### config.mk
export PLATFORM = sky130hd
export DESIGN_NAME = branch_resolve_queue_flat
export DESIGN_NICKNAME = d
export VERILOG_FILES = /design/src/rtl/branch_resolve_queue_if.sv /design/src/rtl/branch_resolve_queue.sv /design/src/flat_wrapper.sv
export SDC_FILE = /design/constraint.sdc
export NUM_CORES = 1
export LEC_CHECK = 0
export BUFFER_PORTS_ARGS = -buffer_cell sky130_fd_sc_hd__buf_4
export CORE_UTILIZATION = 51
export DETAILED_ROUTE_END_ITERATION = 10
export GPL_TIMING_DRIVEN = 0
export PLACE_DENSITY = 0.78
export SYNTH_ARGS = -nofsm -noshare
export SYNTH_HDL_FRONTEND = slang
export SYNTH_SLANG_ARGS = --single-unit
### constraint.sdc
create_clock -name clk -period 6 [get_ports clk]
set_input_delay 0.9 -clock clk [delete_from_list [all_inputs] [get_ports clk]]
set_output_delay 0.9 -clock clk [all_outputs]
set_load 0.05 [all_outputs]
### src/rtl/branch_resolve_queue_if.sv
`default_nettype none
// +----------------------------------------------------------------------------+
// | Module      : branch_resolve_queue_if                                      |
// | Description : Bundle of IF-stage prediction, MEM-stage resolution and      |
// |               fetch-redirect signals for branch_resolve_queue.             |
// |               slave  : seen by the queue (inputs in, results out)          |
// |               master : seen by the pipeline/driver side                    |
// | Signals     : stall, if_pc, if_cf, pred_taken, pred_target, mem_cf,        |
// |               mem_is_br, mem_pc, br_en, mem_target -> queue                |
// |               next_pc, flush, q_full, q_err, n_branches, n_mispredicts <-  |
// | Revision    : 1.0  initial release                                         |
// +----------------------------------------------------------------------------+
interface branch_resolve_queue_if #(
  parameter int CNT_W = 32
) ();
  logic             stall;
  logic [31:0]      if_pc;
  logic             if_cf;
  logic             pred_taken;
  logic [31:0]      pred_target;
  logic             mem_cf;
  logic             mem_is_br;
  logic [31:0]      mem_pc;
  logic             br_en;
  logic [31:0]      mem_target;
  logic [31:0]      next_pc;
  logic             flush;
  logic             q_full;
  logic             q_err;
  logic [CNT_W-1:0] n_branches;
  logic [CNT_W-1:0] n_mispredicts;

  modport slave (
    input  stall, if_pc, if_cf, pred_taken, pred_target,
           mem_cf, mem_is_br, mem_pc, br_en, mem_target,
    output next_pc, flush, q_full, q_err, n_branches, n_mispredicts
  );

  modport master (
    output stall, if_pc, if_cf, pred_taken, pred_target,
           mem_cf, mem_is_br, mem_pc, br_en, mem_target,
    input  next_pc, flush, q_full, q_err, n_branches, n_mispredicts
  );
endinterface
`default_nettype wire

### src/rtl/branch_resolve_queue.sv
`default_nettype none
// +----------------------------------------------------------------------------+
// | Module      : branch_resolve_queue                                         |
// | Description : In-order queue of IF-stage predictions {taken, target}.      |
// |               The head entry is compared with the MEM-stage outcome to     |
// |               produce the mispredict flush, the redirect PC and the fetch  |
// |               next-PC selection. Saturating branch/mispredict counters.    |
// | Ports       : clk  - clock (rising edge)                                   |
// |               rst  - asynchronous active-high reset                        |
// |               bus  - branch_resolve_queue_if.slave (see interface file)    |
// | Revision    : 1.0  initial release                                         |
// +----------------------------------------------------------------------------+
module branch_resolve_queue #(
  parameter int DEPTH = 4,
  parameter int CNT_W = 32
) (
  input  wire logic               clk,
  input  wire logic               rst,
  branch_resolve_queue_if.slave   bus
);

  localparam int PTR_W = (DEPTH > 1) ? $clog2(DEPTH) : 1;
  localparam int CNT_BITS = PTR_W + 1;
  localparam logic [CNT_BITS-1:0] c_full_cnt = CNT_BITS'(DEPTH);

  // Prediction storage, circular; pointers wrap naturally since DEPTH is 2^n.
  logic              taken_q  [DEPTH];
  logic [31:0]       target_q [DEPTH];
  logic [PTR_W-1:0]  rd_q, rd_d;
  logic [PTR_W-1:0]  wr_q, wr_d;
  logic [CNT_BITS-1:0] count_q, count_d;
  logic              q_err_q, q_err_d;
  logic [CNT_W-1:0]  n_br_q, n_br_d;
  logic [CNT_W-1:0]  n_mis_q, n_mis_d;

  logic        w_full;
  logic        w_deq;
  logic        w_deq_valid;
  logic        w_act_taken;
  logic        w_head_taken;
  logic [31:0] w_head_target;
  logic        w_mispred;
  logic        w_enq;
  logic [31:0] w_redirect;

  assign w_full        = (count_q == c_full_cnt);
  assign w_deq         = bus.mem_cf & ~bus.stall;
  // A dequeue against an empty queue has no prediction to compare with;
  // it only raises the sticky error and must not flush or count.
  assign w_deq_valid   = w_deq & (count_q != '0);
  assign w_head_taken  = taken_q[rd_q];
  assign w_head_target = target_q[rd_q];
  assign w_act_taken   = bus.mem_is_br ? bus.br_en : 1'b1;
  assign w_mispred     = w_deq_valid &
                         ((w_act_taken != w_head_taken) |
                          (w_act_taken & (w_head_target != bus.mem_target)));
  // Fetch on the wrong path during a flush must not be recorded.
  assign w_enq         = bus.if_cf & ~bus.stall & ~w_mispred & ~w_full;
  assign w_redirect    = w_act_taken ? bus.mem_target : (bus.mem_pc + 32'd4);

  always_comb begin
    bus.next_pc = bus.if_pc + 32'd4;
    if (w_mispred) begin
      bus.next_pc = w_redirect;
    end else if (bus.if_cf & bus.pred_taken & ~w_full) begin
      bus.next_pc = bus.pred_target;
    end
  end

  assign bus.flush         = w_mispred;
  assign bus.q_full        = w_full;
  assign bus.q_err         = q_err_q;
  assign bus.n_branches    = n_br_q;
  assign bus.n_mispredicts = n_mis_q;

  always_comb begin
    rd_d    = rd_q;
    wr_d    = wr_q;
    count_d = count_q;
    q_err_d = q_err_q | (w_deq & (count_q == '0));
    n_br_d  = n_br_q;
    n_mis_d = n_mis_q;

    if (w_deq_valid && (n_br_q != '1)) begin
      n_br_d = n_br_q + 1'b1;
    end
    if (w_mispred && (n_mis_q != '1)) begin
      n_mis_d = n_mis_q + 1'b1;
    end

    if (w_mispred) begin
      // Everything younger than the mispredicted instruction is wrong-path.
      count_d = '0;
      rd_d    = wr_q;
    end else begin
      if (w_deq_valid) begin
        rd_d = rd_q + 1'b1;
      end
      if (w_enq) begin
        wr_d = wr_q + 1'b1;
      end
      case ({w_enq, w_deq_valid})
        2'b10:   count_d = count_q + 1'b1;
        2'b01:   count_d = count_q - 1'b1;
        default: count_d = count_q;
      endcase
    end
  end

  always_ff @(posedge clk or posedge rst) begin
    if (rst) begin
      rd_q    <= '0;
      wr_q    <= '0;
      count_q <= '0;
      q_err_q <= 1'b0;
      n_br_q  <= '0;
      n_mis_q <= '0;
      for (int i = 0; i < DEPTH; i++) begin
        taken_q[i]  <= 1'b0;
        target_q[i] <= '0;
      end
    end else begin
      rd_q    <= rd_d;
      wr_q    <= wr_d;
      count_q <= count_d;
      q_err_q <= q_err_d;
      n_br_q  <= n_br_d;
      n_mis_q <= n_mis_d;
      if (w_enq) begin
        taken_q[wr_q]  <= bus.pred_taken;
        target_q[wr_q] <= bus.pred_target;
      end
    end
  end

endmodule
`default_nettype wire

### src/flat_wrapper.sv
// flat-port wrapper written by rule: the top's interface ports become plain ports
module branch_resolve_queue_flat 
#(
  parameter int DEPTH = 4,
  parameter int CNT_W = 32
)
  (clk, rst, bus_stall, bus_if_pc, bus_if_cf, bus_pred_taken, bus_pred_target, bus_mem_cf, bus_mem_is_br, bus_mem_pc, bus_br_en, bus_mem_target, bus_next_pc, bus_flush, bus_q_full, bus_q_err, bus_n_branches, bus_n_mispredicts);
  branch_resolve_queue_if #(.CNT_W(CNT_W)) bus_i ();
  input  wire logic clk;
  input  wire logic rst;
  input wire logic [$bits(bus_i.stall)-1:0] bus_stall;
  input wire logic [$bits(bus_i.if_pc)-1:0] bus_if_pc;
  input wire logic [$bits(bus_i.if_cf)-1:0] bus_if_cf;
  input wire logic [$bits(bus_i.pred_taken)-1:0] bus_pred_taken;
  input wire logic [$bits(bus_i.pred_target)-1:0] bus_pred_target;
  input wire logic [$bits(bus_i.mem_cf)-1:0] bus_mem_cf;
  input wire logic [$bits(bus_i.mem_is_br)-1:0] bus_mem_is_br;
  input wire logic [$bits(bus_i.mem_pc)-1:0] bus_mem_pc;
  input wire logic [$bits(bus_i.br_en)-1:0] bus_br_en;
  input wire logic [$bits(bus_i.mem_target)-1:0] bus_mem_target;
  output wire logic [$bits(bus_i.next_pc)-1:0] bus_next_pc;
  output wire logic [$bits(bus_i.flush)-1:0] bus_flush;
  output wire logic [$bits(bus_i.q_full)-1:0] bus_q_full;
  output wire logic [$bits(bus_i.q_err)-1:0] bus_q_err;
  output wire logic [$bits(bus_i.n_branches)-1:0] bus_n_branches;
  output wire logic [$bits(bus_i.n_mispredicts)-1:0] bus_n_mispredicts;
  assign bus_i.stall = bus_stall;
  assign bus_i.if_pc = bus_if_pc;
  assign bus_i.if_cf = bus_if_cf;
  assign bus_i.pred_taken = bus_pred_taken;
  assign bus_i.pred_target = bus_pred_target;
  assign bus_i.mem_cf = bus_mem_cf;
  assign bus_i.mem_is_br = bus_mem_is_br;
  assign bus_i.mem_pc = bus_mem_pc;
  assign bus_i.br_en = bus_br_en;
  assign bus_i.mem_target = bus_mem_target;
  assign bus_next_pc = bus_i.next_pc;
  assign bus_flush = bus_i.flush;
  assign bus_q_full = bus_i.q_full;
  assign bus_q_err = bus_i.q_err;
  assign bus_n_branches = bus_i.n_branches;
  assign bus_n_mispredicts = bus_i.n_mispredicts;
  branch_resolve_queue #(.DEPTH(DEPTH), .CNT_W(CNT_W)) u_core (.clk(clk), .rst(rst), .bus(bus_i));
endmodule
==> flow_summary.json, run 1 <==
{
  "grt_first_pass_wirelength_um": 52300,
  "syn_inst": 1069,
  "rsz0062_at_grt": "no",
  "wire_per_inst_um": 20.4,
  "fin_setup_tns_ps": 0,
  "ys_seq_area_frac": 0.433,
  "hold_buffers": 0,
  "start_util": 0.520,
  "num_io_pins": 235,
  "cts_resized": 0,
  "timing_worst_setup_path_type": "flip-flop to output port",
  "fin_crit_sh": 0.865,
  "slew_headroom": 0.159,
  "drt_wl_total_um": 33300,
  "synth_cell_types": 48,
  "insertion_delay_ps": 520,
  "drive_gt1_frac": 0.271,
  "area_delta_synth_final_pct": 25.4,
  "vias_per_cell": 5.81,
  "p_per_area_mw_per_mm2": 410,
  "use_met3": 0.0496,
  "netlist_area_sq_mm": 0.0118,
  "htree_num_levels": 1,
  "die_height_um": 154,
  "grt_util_all_layers": 0.283,
  "cts_tree": "built",
  "clockRootBuffer": "clkbuf_16",
  "worstPathMaxFanout": 10,
  "synth_edf_count": 0,
  "die_w_um": 154,
  "fmax_mhz": 193,
  "antenna_cells": 0,
  "hold_path_class": "input pin to asynchronous set/reset pin",
  "drtIter0Drc": 596,
  "syn-num-nets": 1215,
  "maxSlewViolCount": 0,
  "grt_start_max_net_pins": 44,
  "ys_warn_count": 0,
  "cts_made_buffers": 22,
  "finalNetCount": 1479,
  "drc": 0,
  "grt.busiest_layer": "met2",
  "finalInstanceArea_sq_mm": 0.0148,
  "place_area_sq_mm": 0.0140,
  "ant_nets": 0,
  "avgSynthCellArea_sq_um": 11.0,
  "ys_ff_latch": 204,
  "utilization": 0.652,
  "status": "completed",
  "firstDrtPassIters": 5,
  "synth_top_flop_cell": "dfrtp_1",
  "rows": 55,
  "required_ps": 5100,
  "fill_cells": 1792,
  "worst_pin_slew_ps": 1250,
  "use_met2": 0.468,
  "hold_viol_final": 0,
  "cp-start-kind": "flip-flop",
  "clock-sinks": 204,
  "multi_input_area_sq_mm": 0.00629,
  "port-buffer-count": 234,
  "num_vias": 9491,
  "antenna_found_initial": 0,
  "cts_max_path_buffers": 3,
  "fin_skew_ps": 27.9,
  "hpwl_um": 25000,
  "layout_min_cycle_time_ps": 5190,
  "worstSetupEndpointType": "output port",
  "grt_pass1_vias": 9629,
  "dp_cells": 1594,
  "preCtsSetupSlack_ps": 1370,
  "register_area_sq_mm": 0.00510,
  "arrival_ps": 4290,
  "cts.clk_slew.worst_paths_ps": 60,
  "rr_worst_depth": 15,
  "core_area_sq_mm": 0.0226,
  "use_met1": 0.374,
  "dieArea_sq_mm": 0.0237,
  "async_flop_share": 1.00,
  "p_leak_nw": 6.72,
  "postLayoutSetupSlackWorst_ps": 810,
  "ir_drop_mv": 0.234,
  "cap_violations": 0,
  "instances_no_fill": 1634,
  "post_cts_buffers": 0,
  "routabilityCongestion": 0.888,
  "finalSetupViolations": 0,
  "overflow": 0
}
## Yosys cell counts, types with 2 or more instances
master    count  area share
nand3_1      47       0.020
nand4_1      35       0.019
o211ai_1      2      0.0013
xnor2_1      71       0.053
a22oi_1       3      0.0019
inv_1        11      0.0035
buf_4        11      0.0070
ha_1          9      0.0096
o211a_1       4      0.0034
buf_6        12       0.011
nor2b_1       5      0.0027
and4_1       13      0.0097
mux2_1      120        0.11
dfrtp_1     204        0.43
a21oi_1      35       0.015
buf_1         4      0.0013
buf_2         9      0.0038
or2_2         2      0.0011
a31oi_1       2      0.0011
clkbuf_1     17      0.0054
a21bo_2       2      0.0017
a211oi_1      3      0.0019
xor2_1       73       0.054
nand2_1      77       0.025
nor3_1       25       0.011
and2_1        6      0.0032
o22ai_1       3      0.0016
mux2i_1      53       0.045
nor2_1       60       0.019
nand2b_1      9      0.0048
and3_1       24       0.013
nor4_1       12      0.0064
mux4_2       23       0.044
or3_1         6      0.0032
nand3b_1      2      0.0013
mux2_2       25       0.024
o21ai_0      39       0.017
## layer usage
layer  share of wire  vias up  routed length [um]
met5               0        -                   0
met4           0.037        0                1230
met3           0.060       88                1990
met2            0.48      353               16000
met1            0.42     4696               14000
li1                -     4354                   -
## final cells by class
class                           instances  share of cell area
Buffer                                 53              0.0231
Clock buffer                           30              0.0434
Clock inverter                         10             0.00754
Inverter                               12             0.00330
Multi-Input combinational cell        800               0.426
Sequential cell                       204               0.346
Tap cell                              285              0.0241
Timing Repair Buffer                  240               0.127
## report_power, final
part	internal (W)	total, W	switching, W
clock	0.000835	0.00139	0.000553
combinational	0.00114	0.00249	0.00135
sequential	0.00189	0.00219	0.000299
total	0.00386	0.00606	0.00220
## sequential cells by signal (all words and copies together) (netlist names)
signal	count
u_core.target_q	128
u_core.bus.n_branches	32
u_core.bus.n_mispredicts	32
u_core.taken_q	4
u_core.count_q	3
u_core.rd_q	2
u_core.wr_q	2
u_core.bus.q_err	1
## metrics by stage
stage / power [W] / hold WS [ps]
3_3_place_gp: 0.00456 / 443
5_1_grt: 0.00636 / 415
3_5_place_dp: 0.00466 / 453
4_1_cts: 0.00607 / 403
6_report: 0.00606 / 396
2_1_floorplan: 0.00392 / 452
## worst max-delay path, stage by stage, from the launching register on
cell and delay, ps:
dfrtp_1 330, buf_2 270, buf_2 430, buf_4 310, mux2i_1 230, xnor2_1 160
o21ai_0 100, o221ai_1 90, a21oi_1 110, a31o_1 230, buf_4 160, nor2_2 410
buf_2 450, mux2i_1 280, buf_4 230
## placed cells by master (no fill, tap or decap), drive strengths merged, types with 3 or more instances in the layout
| cell | count |
|---|---|
| ha | 9 |
| or3 | 6 |
| inv | 10 |
| mux4 | 23 |
| nor2 | 61 |
| nand2b | 9 |
| or2 | 3 |
| mux2i | 53 |
| a211oi | 3 |
| nand4 | 35 |
| clkbuf | 47 |
| nor4 | 13 |
| and2 | 6 |
| xnor2 | 71 |
| nand3 | 47 |
| dfrtp | 204 |
| o21ai | 40 |
| xor2 | 73 |
| o211a | 4 |
| a22oi | 3 |
| nor3 | 25 |
| and3 | 24 |
| and4 | 13 |
| mux2 | 145 |
| clkinv | 9 |
| o22ai | 3 |
| buf | 276 |
| a21oi | 35 |
| nor2b | 5 |
| nand2 | 77 |
## logic make-up after synthesis
group | count (synthesis) | synth area share
simple gates | 327 | 0.140
mux | 221 | 0.228
flops | 204 | 0.433
xor+xnor | 144 | 0.107
compound gates | 98 | 0.0476
buf+inv | 65 | 0.0328
fa+ha+maj | 10 | 0.0113
## path summary, 6_finish.rpt
check	from	endpoint	slack, ps
setup reg to reg	u_core.rd_q[0]	u_core.count_q[2]	1890
hold reg to reg	u_core.bus.q_err	u_core.bus.q_err	460
max in group asynchronous	rst	u_core.target_q[63]	4610
setup / recovery	u_core.rd_q[1]	bus_next_pc[16]	810
hold / removal	rst	u_core.bus.n_branches[21]	400
min in group clk	u_core.bus.q_err	u_core.bus.q_err	460
No activity file was read; power rests on OpenSTA's default activity.
==> run 2, diff against run 1 <==
CORE_UTILIZATION = 60   (was 51)
PLACE_DENSITY = 0.86   (was 0.78)
clock period = 6.7 ns   (was 6 ns; I/O delays follow)
==> run 2 against run 1 <==
  * Global-route usage increased by 4.9 points
  * Largest power group unchanged
  * Flip-flop and latch count unchanged
  * Final area decreased by 0.82%
  * Clock power decreased by 10%
  * Wire length decreased by 0.50%
  * Sequential share of layout area increased by 0.29 points
  * Highest routed layer unchanged
  * Die area decreased by 15%
  * Cell count decreased by 1.9%
  * Critical path type unchanged
==> flow_summary.json, run 2 (same netlist as run 1, synthesis figures left out) <==
{
  "status": "completed",
  "finalInstanceArea_sq_mm": 0.0147,
  "wire_per_inst_um": 20.6,
  "hold_viol_final": 0,
  "p_sw_w": 0.00198,
  "top_register": "u_core.target_q",
  "arrival_ps": 4310,
  "clock-sinks": 204,
  "grt_first_pass_wirelength_um": 51600,
  "start_util": 0.622,
  "largest_reg_flops": 128,
  "core_area_sq_mm": 0.0190,
  "routabilityCongestion": 0.943,
  "pwr-share-comb": 0.409,
  "cts_tree": "built",
  "port-buffer-count": 234,
  "grt_pass1_vias": 9792,
  "required_ps": 5690,
  "firstDrtPassIters": 6,
  "layout_min_cycle_time_ps": 5320,
  "grt_start_max_net_pins": 109,
  "cts_max_path_buffers": 3,
  "rsz0062_at_grt": "no",
  "grt_util_all_layers": 0.332,
  "hold_buffers": 0,
  "antenna_found_initial": 0,
  "cap_violations": 0,
  "antenna_cells": 0,
  "fin_crit_sh": 0.794,
  "fin_skew_ps": 9.92,
  "drtIter0Drc": 628,
  "place_area_sq_mm": 0.0139,
  "slew_headroom": 0.0515,
  "htree_num_levels": 1,
  "maxSlewViolCount": 0,
  "p_clk_frac": 0.229,
  "finalNetCount": 1474,
  "worstSetupEndpointType": "output port",
  "die_w_um": 142,
  "drive_gt1_frac": 0.266,
  "insertion_delay_ps": 500,
  "vias_per_cell": 6.00,
  "p_per_area_mw_per_mm2": 371,
  "cts_made_buffers": 22,
  "rows": 50,
  "swShare": 0.364,
  "ant_nets": 0,
  "overflow": 0,
  "cp-start-kind": "flip-flop",
  "die_height_um": 142,
  "post_cts_buffers": 0,
  "drc": 0,
  "ir_drop_mv": 0.227,
  "worst_pin_slew_ps": 1410,
  "worstPathMaxFanout": 10,
  "num_io_pins": 235,
  "hold_path_class": "flip-flop to flip-flop",
  "final_cell_mix": "buf_4, dfrtp_1, mux2_1, nand2_1, xor2_1",
  "num_vias": 9616,
  "timing_worst_setup_path_type": "flip-flop to output port",
  "dieArea_sq_mm": 0.0202,
  "p_leak_nw": 6.68,
  "cts_resized": 0,
  "layout_commonest_cell": "buf_4",
  "power_frac_seq": 0.361,
  "dp_cells": 1564,
  "hpwl_um": 24200,
  "drt_wl_total_um": 33100,
  "area_delta_synth_final_pct": 24.3,
  "p_int_w": 0.00346,
  "cts.clk_slew.worst_paths_ps": 60,
  "clockRootBuffer": "clkbuf_16",
  "fmax_mhz": 188,
  "finalSetupViolations": 0,
  "fill_cells": 1218,
  "instances_no_fill": 1603
}
==> run 2: metrics by stage <==
stage	setup WS [ps]	power [W]	setup TNS (ps)	hold WS, ps	util
floorplan	128	0.00351	0	452	-
global placement	-1960	0.00407	-397770	443	0.731
detailed placement	1810	0.00417	0	446	0.733
CTS	1380	0.00544	0	460	0.773
global route	1140	0.00569	0	479	0.773
finish	1380	0.00544	0	456	0.773
==> run 2: per-layer routing <==
metal | GRT usage | vias to the layer above | part of all wire
met3 | 0.0495 | 78 | 0.062
met5 | 0 | - | 0
met4 | 0.129 | 0 | 0.035
met2 | 0.558 | 373 | 0.49
met1 | 0.434 | 4800 | 0.42
li1 | - | 4365 | -
==> run 2: power groups by stage <==
| stage | registers (W) | clock network [W] | logic, W |
|---|---|---|---|
| finish | 0.00197 | 0.00125 | 0.00223 |
| global route | 0.00201 | 0.00131 | 0.00237 |
| CTS | 0.00195 | 0.00126 | 0.00223 |
| detailed placement | 0.00196 | 0 | 0.00220 |
| global placement | 0.00193 | 0 | 0.00213 |
| floorplan | 0.00201 | 0 | 0.00150 |
==> run 2: worst paths after layout <==
| kind | endpoint | slack, ps | start | cells past startpoint |
|---|---|---|---|---|
| worst max-delay path | bus_next_pc[12] | 1380 | u_core.rd_q[1] | 13 |
| min in group asynchronous | u_core.bus.n_mispredicts[27] | 610 | rst | 2 |
| worst max register to register | u_core.count_q[2] | 2550 | u_core.rd_q[1] | 17 |
| max in group asynchronous | u_core.target_q[108] | 5140 | rst | 3 |
| worst min register to register | u_core.bus.q_err | 460 | u_core.bus.q_err | 1 |
| worst min-delay path | u_core.bus.q_err | 460 | u_core.bus.q_err | 1 |
==> run 2: area by class of cell <==
| class | count | area [sq um] | area share |
|---|---|---|---|
| Buffer | 53 | 342 | 0.0233 |
| Timing Repair Buffer | 235 | 1780 | 0.122 |
| Sequential cell | 204 | 5100 | 0.348 |
| Inverter | 12 | 52.6 | 0.00359 |
| Multi-Input combinational cell | 800 | 6290 | 0.429 |
| Tap cell | 260 | 325 | 0.0222 |
| Clock buffer | 32 | 659 | 0.0450 |
| Clock inverter | 7 | 91.3 | 0.00623 |
==> run 2: worst max-delay path, cell delays in order (launching register included) <==
cell      delay, ps
dfrtp_1         310
buf_2           260
buf_2           400
buf_4           300
mux4_2          350
xnor2_1         170
o211ai_1        120
nor3_1          110
a31o_1          240
buf_4           160
nor2_2          390
buf_2           460
mux2i_1         270
buf_4           230
